$ cat src/rtl/frame_uart_streamer_pkg.sv
// Shared constants and FSM encodings for the frame-to-UART streamer.
package frame_uart_streamer_pkg;

  localparam int BYTES_PER_FRAME_DEF = 9216;   // 96x96 greyscale
  localparam int ADDR_W_DEF          = 15;

  // Resync pair the host looks for when the frame header is enabled
  localparam logic [7:0] HDR_BYTE0 = 8'hAA;
  localparam logic [7:0] HDR_BYTE1 = 8'h55;

  typedef enum logic [3:0] {
    S_IDLE    = 4'd0,
    S_HDR0    = 4'd1,
    S_HDR1    = 4'd2,
    S_FETCH   = 4'd3,
    S_LATCH   = 4'd4,
    S_SEND    = 4'd5,
    S_WAIT_HI = 4'd6,
    S_WAIT_LO = 4'd7,
    S_DONE    = 4'd8
  } state_t;

  // Which byte the shared SEND/WAIT handshake is currently carrying
  typedef enum logic [1:0] {
    PH_HDR0 = 2'd0,
    PH_HDR1 = 2'd1,
    PH_PIX  = 2'd2
  } phase_t;

endpackage

$ cat src/rtl/frame_uart_streamer.sv
// Drains one frame from the frame-buffer RAM into the UART Tx, one byte per
// Tx busy cycle. Optional feature: define FRAME_HEADER_EN to prefix each
// frame with the 0xAA,0x55 resync pair.
module frame_uart_streamer
  import frame_uart_streamer_pkg::*;
#(
  parameter int BYTES_PER_FRAME = BYTES_PER_FRAME_DEF,
  parameter int ADDR_W          = ADDR_W_DEF
) (
  input  logic              i_Clk,
  input  logic              i_Rst,
  input  logic              i_Frame_Ready,
  output logic              o_Rd_En,
  output logic [ADDR_W-1:0] o_Rd_Addr,
  input  logic [7:0]        i_Rd_Data,
  output logic              o_Tx_Start,
  output logic [7:0]        o_Tx_Data,
  input  logic              i_Tx_Busy,
  output logic              o_Busy,
  output logic              o_Frame_Done
);

  localparam logic [ADDR_W-1:0] LAST_ADDR = ADDR_W'(BYTES_PER_FRAME - 1);

`ifdef FRAME_HEADER_EN
  localparam state_t FIRST_STATE = S_HDR0;
  localparam phase_t FIRST_PHASE = PH_HDR0;
`else
  localparam state_t FIRST_STATE = S_FETCH;
  localparam phase_t FIRST_PHASE = PH_PIX;
`endif

  state_t            state, state_nxt;
  phase_t            phase;
  logic [ADDR_W-1:0] addr;
  logic              accept;   // frame accepted this cycle
  logic              step;     // advance to next pixel address

  assign o_Rd_Addr = addr;

  // State register
  always_ff @(posedge i_Clk) begin
    if (i_Rst) state <= S_IDLE;
    else       state <= state_nxt;
  end

  // Next-state and strobe outputs; strobes are pure decodes of state so a
  // reset edge drops any pending start immediately
  always_comb begin
    state_nxt    = state;
    o_Rd_En      = 1'b0;
    o_Tx_Start   = 1'b0;
    o_Frame_Done = 1'b0;
    accept       = 1'b0;
    step         = 1'b0;
    unique case (state)
      S_IDLE: begin
        if (i_Frame_Ready) begin
          accept    = 1'b1;
          state_nxt = FIRST_STATE;
        end
      end
      S_HDR0, S_HDR1: state_nxt = S_SEND;
      S_FETCH: begin
        o_Rd_En   = 1'b1;
        state_nxt = S_LATCH;
      end
      S_LATCH: state_nxt = S_SEND;
      S_SEND: begin
        // Tx may still be busy with someone else's byte: hold off
        if (!i_Tx_Busy) begin
          o_Tx_Start = 1'b1;
          state_nxt  = S_WAIT_HI;
        end
      end
      S_WAIT_HI: if (i_Tx_Busy) state_nxt = S_WAIT_LO;
      S_WAIT_LO: begin
        if (!i_Tx_Busy) begin
          case (phase)
            PH_HDR0: state_nxt = S_HDR1;
            PH_HDR1: state_nxt = S_FETCH;
            default: begin
              if (addr == LAST_ADDR) state_nxt = S_DONE;
              else begin
                step      = 1'b1;
                state_nxt = S_FETCH;
              end
            end
          endcase
        end
      end
      S_DONE: begin
        o_Frame_Done = 1'b1;
        state_nxt    = S_IDLE;
      end
      default: state_nxt = S_IDLE;
    endcase
  end

  // Datapath: address counter, Tx byte holding register, busy flag, phase
  always_ff @(posedge i_Clk) begin
    if (i_Rst) begin
      addr      <= '0;
      o_Tx_Data <= '0;
      o_Busy    <= 1'b0;
      phase     <= PH_PIX;
    end else begin
      if (accept) begin
        o_Busy <= 1'b1;
        addr   <= '0;
        phase  <= FIRST_PHASE;
      end
      if (step) addr <= addr + ADDR_W'(1);
      case (state)
        S_HDR0:  o_Tx_Data <= HDR_BYTE0;
        S_HDR1: begin
          o_Tx_Data <= HDR_BYTE1;
          phase     <= PH_HDR1;
        end
        S_FETCH: phase     <= PH_PIX;
        S_LATCH: o_Tx_Data <= i_Rd_Data;
        S_DONE:  o_Busy    <= 1'b0;
        default: ;
      endcase
    end
  end

endmodule

$ cat config.mk
export PLATFORM = sky130hd
export DESIGN_NAME = frame_uart_streamer
export DESIGN_NICKNAME = d
export VERILOG_FILES = /design/src/rtl/frame_uart_streamer_pkg.sv /design/src/rtl/frame_uart_streamer.sv
export SDC_FILE = /design/constraint.sdc
export NUM_CORES = 1
export LEC_CHECK = 0
export ABC_CLOCK_PERIOD_IN_PS = 1990
export CAP_MARGIN = 20
export CORE_ASPECT_RATIO = 0.75
export CORE_UTILIZATION = 45
export DETAILED_ROUTE_END_ITERATION = 16
export PLACE_DENSITY = 0.76
export SLEW_MARGIN = 20
export SYNTH_ARGS = -nofsm -noshare
export SYNTH_HDL_FRONTEND = slang
export SYNTH_SLANG_ARGS = --single-unit
$ cat constraint.sdc
create_clock -name i_Clk -period 1.99 [get_ports i_Clk]
set_clock_uncertainty 0.1 [all_clocks]
set_input_delay 0.199 -clock i_Clk [delete_from_list [all_inputs] [get_ports i_Clk]]
set_output_delay 0.199 -clock i_Clk [all_outputs]
set_load 0.02 [all_outputs]
==> After elaboration in Yosys (flattened, before gate mapping) <==
Index checks and enable logic that the tools add are counted.
{ "totals": {"reg_bits": 30, "out_inout_bits": 27, "word_cells": 51} }
{ "classes": {"addsub": 1, "n_eq_ne": 14, "muxes": 22, "n_reduce_logical": 9} }
{ "ops": {"columns": ["operator", "count"], "rows": [
  ["two-way mux 15 bit", 2],
  ["case mux 4 bit (6 select lines)", 1],
  ["case mux 8 bit (3 select lines)", 1],
  ["two-way mux 4 bit", 5],
  ["equality test 4 x 3 -> 1 bit, second input constant", 4],
  ["adder 15 x 1 -> 15 bit, second input constant", 1],
  ["equality test 15 x 14 -> 1 bit, second input constant", 1],
  ["two-way mux 1 bit", 10],
  ["equality test 4 x 2 -> 1 bit, second input constant", 2],
  ["inequality test 2 bit, second input constant", 4],
  ["case mux 4 bit (2 select lines)", 1],
  ["nonzero test 3 bit", 2],
  ["equality test 4 x 1 -> 1 bit, second input constant", 1],
  ["equality test 4 bit, second input constant", 1],
  ["zero test 4 bit", 1],
  ["case mux 2 bit (2 select lines)", 1],
  ["AND reduction 4 bit", 1],
  ["OR reduction 2 bit", 2],
  ["OR reduction 3 bit", 1],
  ["equality test 2 x 1 -> 1 bit, second input constant", 1],
  ["zero test 2 bit", 1],
  ["two-way mux 2 bit", 1],
  ["nonzero test 2 bit", 1]
]} }

==> Depth between registers and ports, before layout <==
{ "depth": {"ltp_word": 6, "ltp_mapped": 7, "ltp_nobuf": 5} }

==> Worst setup path after synthesis <==
OpenSTA, ideal clock, no wires.
{ "synth_timing": {"kind": "register to register", "start": "reg addr[0], in the netlist o_Rd_Addr[0]", "end": "reg addr[12], in the netlist o_Rd_Addr[12]", "setup_time_ns": 0.070, "arrival_time_ns": 1.922, "t_required_ns": 1.820, "slack_ns": -0.102, "stages_incl_launch_ff": 7, "path_buffers": 1, "period_less_slack_ns": 2.092, "path_cell_list": "dfxtp_1 > ha_1 > nand4_1 > or3_1 > clkbuf_1 > or3_1 > a21oi_1"} }
{ "synth_via": {"elab_chain_cells": 6} }
{ "synth_rtl": {"columns": ["item", "line", "rtl"], "rows": [
  ["start: declaration", "frame_uart_streamer.sv:35", "logic [ADDR_W-1:0] addr;"],
  ["start signal: assignment", "frame_uart_streamer.sv:113", "if (step) addr <= addr + ADDR_W'(1);"],
  ["equality test 15 x 14 -> 1 bit", "frame_uart_streamer.sv:83", "if (addr == LAST_ADDR) state_nxt = S_DONE;"],
  ["two-way mux 1 bit", "frame_uart_streamer.sv:83", null],
  ["two-way mux 1 bit", "frame_uart_streamer.sv:79", "case (phase)"],
  ["two-way mux 1 bit", "frame_uart_streamer.sv:78", "if (!i_Tx_Busy) begin"],
  ["two-way mux 1 bit", "frame_uart_streamer.sv:56", "unique case (state)"],
  ["two-way mux 15 bit or nonzero test 2 bit (tied branches)", null, null]
]} }
Parallel ways exist; a longest one is shown, timed or not.
A chain may end at the register's enable or synchronous reset.

==> Worst setup path after layout <==
{ "layout_timing": {"start": "reg addr[10], in the netlist o_Rd_Addr[10]", "end": "reg addr[2], in the netlist o_Rd_Addr[2]"} }
{ "layout_via": {"elab_chain_cells": 6} }
{ "layout_rtl": {"columns": ["item", "line"], "rows": [
  ["equality test 15 x 14 -> 1 bit (*)", "frame_uart_streamer.sv:83"],
  ["two-way mux 1 bit (*)", "frame_uart_streamer.sv:83"],
  ["two-way mux 1 bit (*)", "frame_uart_streamer.sv:79"],
  ["two-way mux 1 bit (*)", "frame_uart_streamer.sv:78"],
  ["two-way mux 1 bit (*)", "frame_uart_streamer.sv:56"],
  ["two-way mux 15 bit or nonzero test 2 bit (tied branches)", null]
]} }
Every way passes the cells marked *; elsewhere a longest branch is shown, timed or not.

==> results.txt <==
----------------------------------------------------
[Setup path]
  Worst flop-to-flop path endpoint ... o_Rd_Addr[2]
  Reg2reg path depth ... 5
  Data required time at the worst endpoint ... slightly above 2 ns
  Critical path type ... reg2reg
  Flop-to-flop setup slack ... about 0.14 ns
  Worst R2R Start ... o_Rd_Addr[10]
  Category of the worst setup path launch point ... register
  Kind of capture point of the worst setup path ... register
  Arrival time reported for the critical path endpoint ... 1.91 ns
  Maximum fanout count along the critical path ... 6

[Finish]
  Ratio of cells with drive above 1 in the final layout ... 23.1%
  Footprint of the multi-input gates ... 0.00101 mm2
  Sequential cell area ... just over 600 um2
  Area delta synth->final ... 46.0%
  Number of fill cells in the layout ... 305
  Number of nets in the finished design ... 286
  Ant diodes ... 0
  Share of the core filled with cells in the final layout ... 71.8%
  Summed area of non-filler cells in the final layout ... 0.00247 mm2
  Most frequent cells in the layout ... sky130_fd_sc_hd__buf_4 (37), sky130_fd_sc_hd__clkdlybuf4s50_1 (35), sky130_fd_sc_hd__dfxtp_1 (25), sky130_fd_sc_hd__nor2_1 (16)
  Most frequent standard cell in the layout excluding fill and tap cells ... sky130_fd_sc_hd__buf_4

[GRT]
  Global routing usage on met2 ... approximately 38%
  GR met3 Demand/Resource ... about a tenth
  Pin count of the biggest net entering global routing ... 27
  GRT Resource Usage Total ... 27.6%
  Via count of the first global-routing pass ... between 1.5k and 2k
  Initial antenna violation count ... 0
  Routing usage on met1 ... 39.6%
  Busiest metal layer after global routing ... met1
  Grt ovf ... 0
  Wire length of the first global-routing pass ... just under 8 mm

[Floorplanning]
  Initial Utilization ... 49.1%
  Number of primary I/O pins ... 39
  Width of the chip ... about 73 um
  Total core area ... around 0.0034 mm2
  Die footprint ... 0.00401 mm2
  Core Rows ... 18
  Overall die height ... 55.1 um

[Synthesis]
  Unique cell type count in the Yosys netlist ... 55
  Most common flop cell mapped by yosys ... sky130_fd_sc_hd__dfxtp_1
  Syn_nets ... about 220
  Portion of the post-synthesis area used by sequential elements ... approximately 35%
  Number of enable-type register cells in the synthesized netlist ... 0
  Per-instance average area after synthesis ... 8.30 um2
  Number of synthesized register bits ... 30
  Synthesized instance count ... 204
  Post-synthesis instance area ... between 0.0015 and 0.002 mm2
  Yosys warning count ... 0
  Proportion of register bits with asynchronous set or reset after synthesis ... 0%

[Min path]
  Hold path start ... o_Tx_Data[4]
  Hold crit path type ... reg2reg
  Number of cells on the worst hold path ... 2
  Sink of the worst hold path ... o_Tx_Data[4]

[STA]
  F_max ... 542 MHz
  Ratio of final minimum period to clock period ... 92.8%
  Final setup violation count ... 0
  Final Hold Slack ... just over 0.4 ns
  Final hold viol count ... 0
  Crit path time final ... 1.85 ns
  Unrepaired setup endpoints after global routing ... no
  Max transition margin ... 39.1%
  Final number of max-transition violations ... 0
  Final worst setup slack ... 0.143 ns
  Transition time at the pin with the least slew margin ... 0.906 ns

[Power and ir drop]
  Internal power summed over all cells ... 1.21 mW
  Seq pwr share ... 40.4%
  Worst vdd rail ir drop ... 749 uV
  Fraction of power spent switching nets ... between 30% and 40%
  Lkg Pwr ... roughly 0.92 nW
  Clock network fraction of design power ... 25.3%
  Pwr per Cell Area ... 741 mW/mm2
  Switching power total ... 619 uW
  Gate power share ... about a third

[Clocking]
  Number of clock sinks seen by CTS ... 30
  Hold-fix buffer count after cts ... 0
  Clock insertion delay at the later pin of the skew report ... 0.29 ns
  Number of buffers created by CTS ... 5
  Setup Fix Bufs, Post-CTS ... 0
  Level count of the clock H-tree ... 2
  Number of gates resized after cts ... 5
  CTS tree ... done
  Clock root cell ... sky130_fd_sc_hd__clkbuf_8
  Max Buffers Root-to-Sink ... 2
  Clock-pin slew on the worst setup and hold paths ... about 0.060 ns

[Place]
  Routability-driven placement congestion ratio ... ~0.9
  Number of buffers inserted by port buffering ... 38
  HPWL after DPL ... 3.68 mm
  Cell Area, Placed ... around 0.0024 mm2
  Worst setup slack before clock tree synthesis ... -0.0905 ns

[Detailed routing]
  Via count ... approximately 1.9k
  Final WL ... 5.03 mm
  First-pass DRT Iterations ... 5
  Detailed Route Iter0 Violations ... between 150 and 200
  Count of unresolved DRC violations after routing ... 0
  Routed length per placed instance ... around 16 um
  Remaining antenna violation count after routing ... 0
  Via count normalized by instance count ... 5.85

[Status]
  Outcome ... completed

[Job]
  Total of max-cap violations ... 0

----------------------------------------------------
[power groups by stage]
stage                     logic, mW  registers, mW  clock network, mW
final                         0.628          0.741              0.463
after global routing          0.680          0.750              0.498
after floorplan               0.326          0.762                  0
after detailed placement      0.615          0.743                  0
after global placement        0.602          0.741                  0
after CTS                     0.620          0.737              0.471
[stage by stage]
stage,power [mW],cells,setup TNS [ns]
after floorplan,1.09,204,0
after global routing,1.93,323,0
final,1.83,323,0
after detailed placement,1.36,316,-0.279
after global placement,1.34,316,-0.101
after CTS,1.83,323,0
[worst max-delay path, cell delays in order, from the launching register on]
cell and delay [ns]:
sky130_fd_sc_hd__dfxtp_1 0.31, sky130_fd_sc_hd__or3_4 0.40, sky130_fd_sc_hd__or3b_1 0.42, sky130_fd_sc_hd__buf_4 0.19
sky130_fd_sc_hd__o221ai_1 0.19, sky130_fd_sc_hd__a21oi_1 0.11
[layer usage]
metal,vias up,part of all wire (%)
met3,12,9.5
met2,90,42
met4,0,1.3
li1,922,-
met1,865,47
met5,-,0
[synth_stat cells (2+ instances only)]
master / n / area share, %
sky130_fd_sc_hd__a211o_1: 2 / 1.0
sky130_fd_sc_hd__a211oi_1: 2 / 0.89
sky130_fd_sc_hd__a21oi_1: 12 / 3.5
sky130_fd_sc_hd__a221oi_1: 8 / 4.1
sky130_fd_sc_hd__a31oi_1: 6 / 2.2
sky130_fd_sc_hd__buf_2: 2 / 0.59
sky130_fd_sc_hd__buf_4: 3 / 1.3
sky130_fd_sc_hd__clkbuf_1: 9 / 2.0
sky130_fd_sc_hd__dfxtp_1: 30 / 35
sky130_fd_sc_hd__inv_1: 5 / 1.1
sky130_fd_sc_hd__mux2i_1: 2 / 1.2
sky130_fd_sc_hd__nand2_1: 12 / 2.7
sky130_fd_sc_hd__nand2b_1: 4 / 1.5
sky130_fd_sc_hd__nand3_1: 3 / 0.89
sky130_fd_sc_hd__nand4_1: 4 / 1.5
sky130_fd_sc_hd__nor2_1: 16 / 3.5
sky130_fd_sc_hd__nor2b_1: 2 / 0.74
sky130_fd_sc_hd__nor3_1: 10 / 3.0
sky130_fd_sc_hd__nor4_1: 5 / 1.8
sky130_fd_sc_hd__o2111ai_1: 2 / 1.0
sky130_fd_sc_hd__o211ai_1: 10 / 4.4
sky130_fd_sc_hd__o21ai_0: 7 / 2.1
sky130_fd_sc_hd__o31ai_1: 2 / 0.89
sky130_fd_sc_hd__or2_2: 4 / 1.5
sky130_fd_sc_hd__or3_1: 10 / 3.7
sky130_fd_sc_hd__or4_1: 3 / 1.3
[state kept, by name (all words and copies together), names as in the netlist]
register,flops
o_Busy,1
o_Rd_Addr,15
o_Tx_Data,8
state,4
phase,2
[worst max path at each step]
| stage | end | cells past startpoint | slack [ns] | start |
|---|---|---|---|---|
| global placement | o_Rd_Addr[3] | 5 | -0.04 | i_Tx_Busy |
| global route | o_Rd_Addr[2] | 5 | 0.04 | o_Rd_Addr[10] |
| finish | o_Rd_Addr[2] | 5 | 0.14 | o_Rd_Addr[10] |
| floorplan | o_Rd_Addr[12] | 6 | 0.01 | o_Rd_Addr[0] |
| detailed placement | o_Rd_Addr[6] | 6 | -0.09 | i_Tx_Busy |
| CTS | o_Rd_En | 3 | 0.07 | state[1] |
[final cells by class]
class	count	area share, %
multi-input combinational	154	40.8
tap	50	2.53
sequential	30	24.5
clock buffer	7	3.09
timing repair buffer	77	28.2
inverter	5	0.759
[cell families (layout without fill, tap and decap cells)]
logic type                 Yosys count  after routing  synth area share (%)
AOI/OAI and AO/OA                   60             60                  24.8
xor gates and xnor gates             1              1                 0.517
adders and majority gates            1              1                 0.739
buffers and inverters               20             89                  5.69
DFF                                 30             30                  35.5
muxes                                3              3                  1.85
and+or+nand+nor                     89             89                  31.0
(Power assumes the default switching activity.)
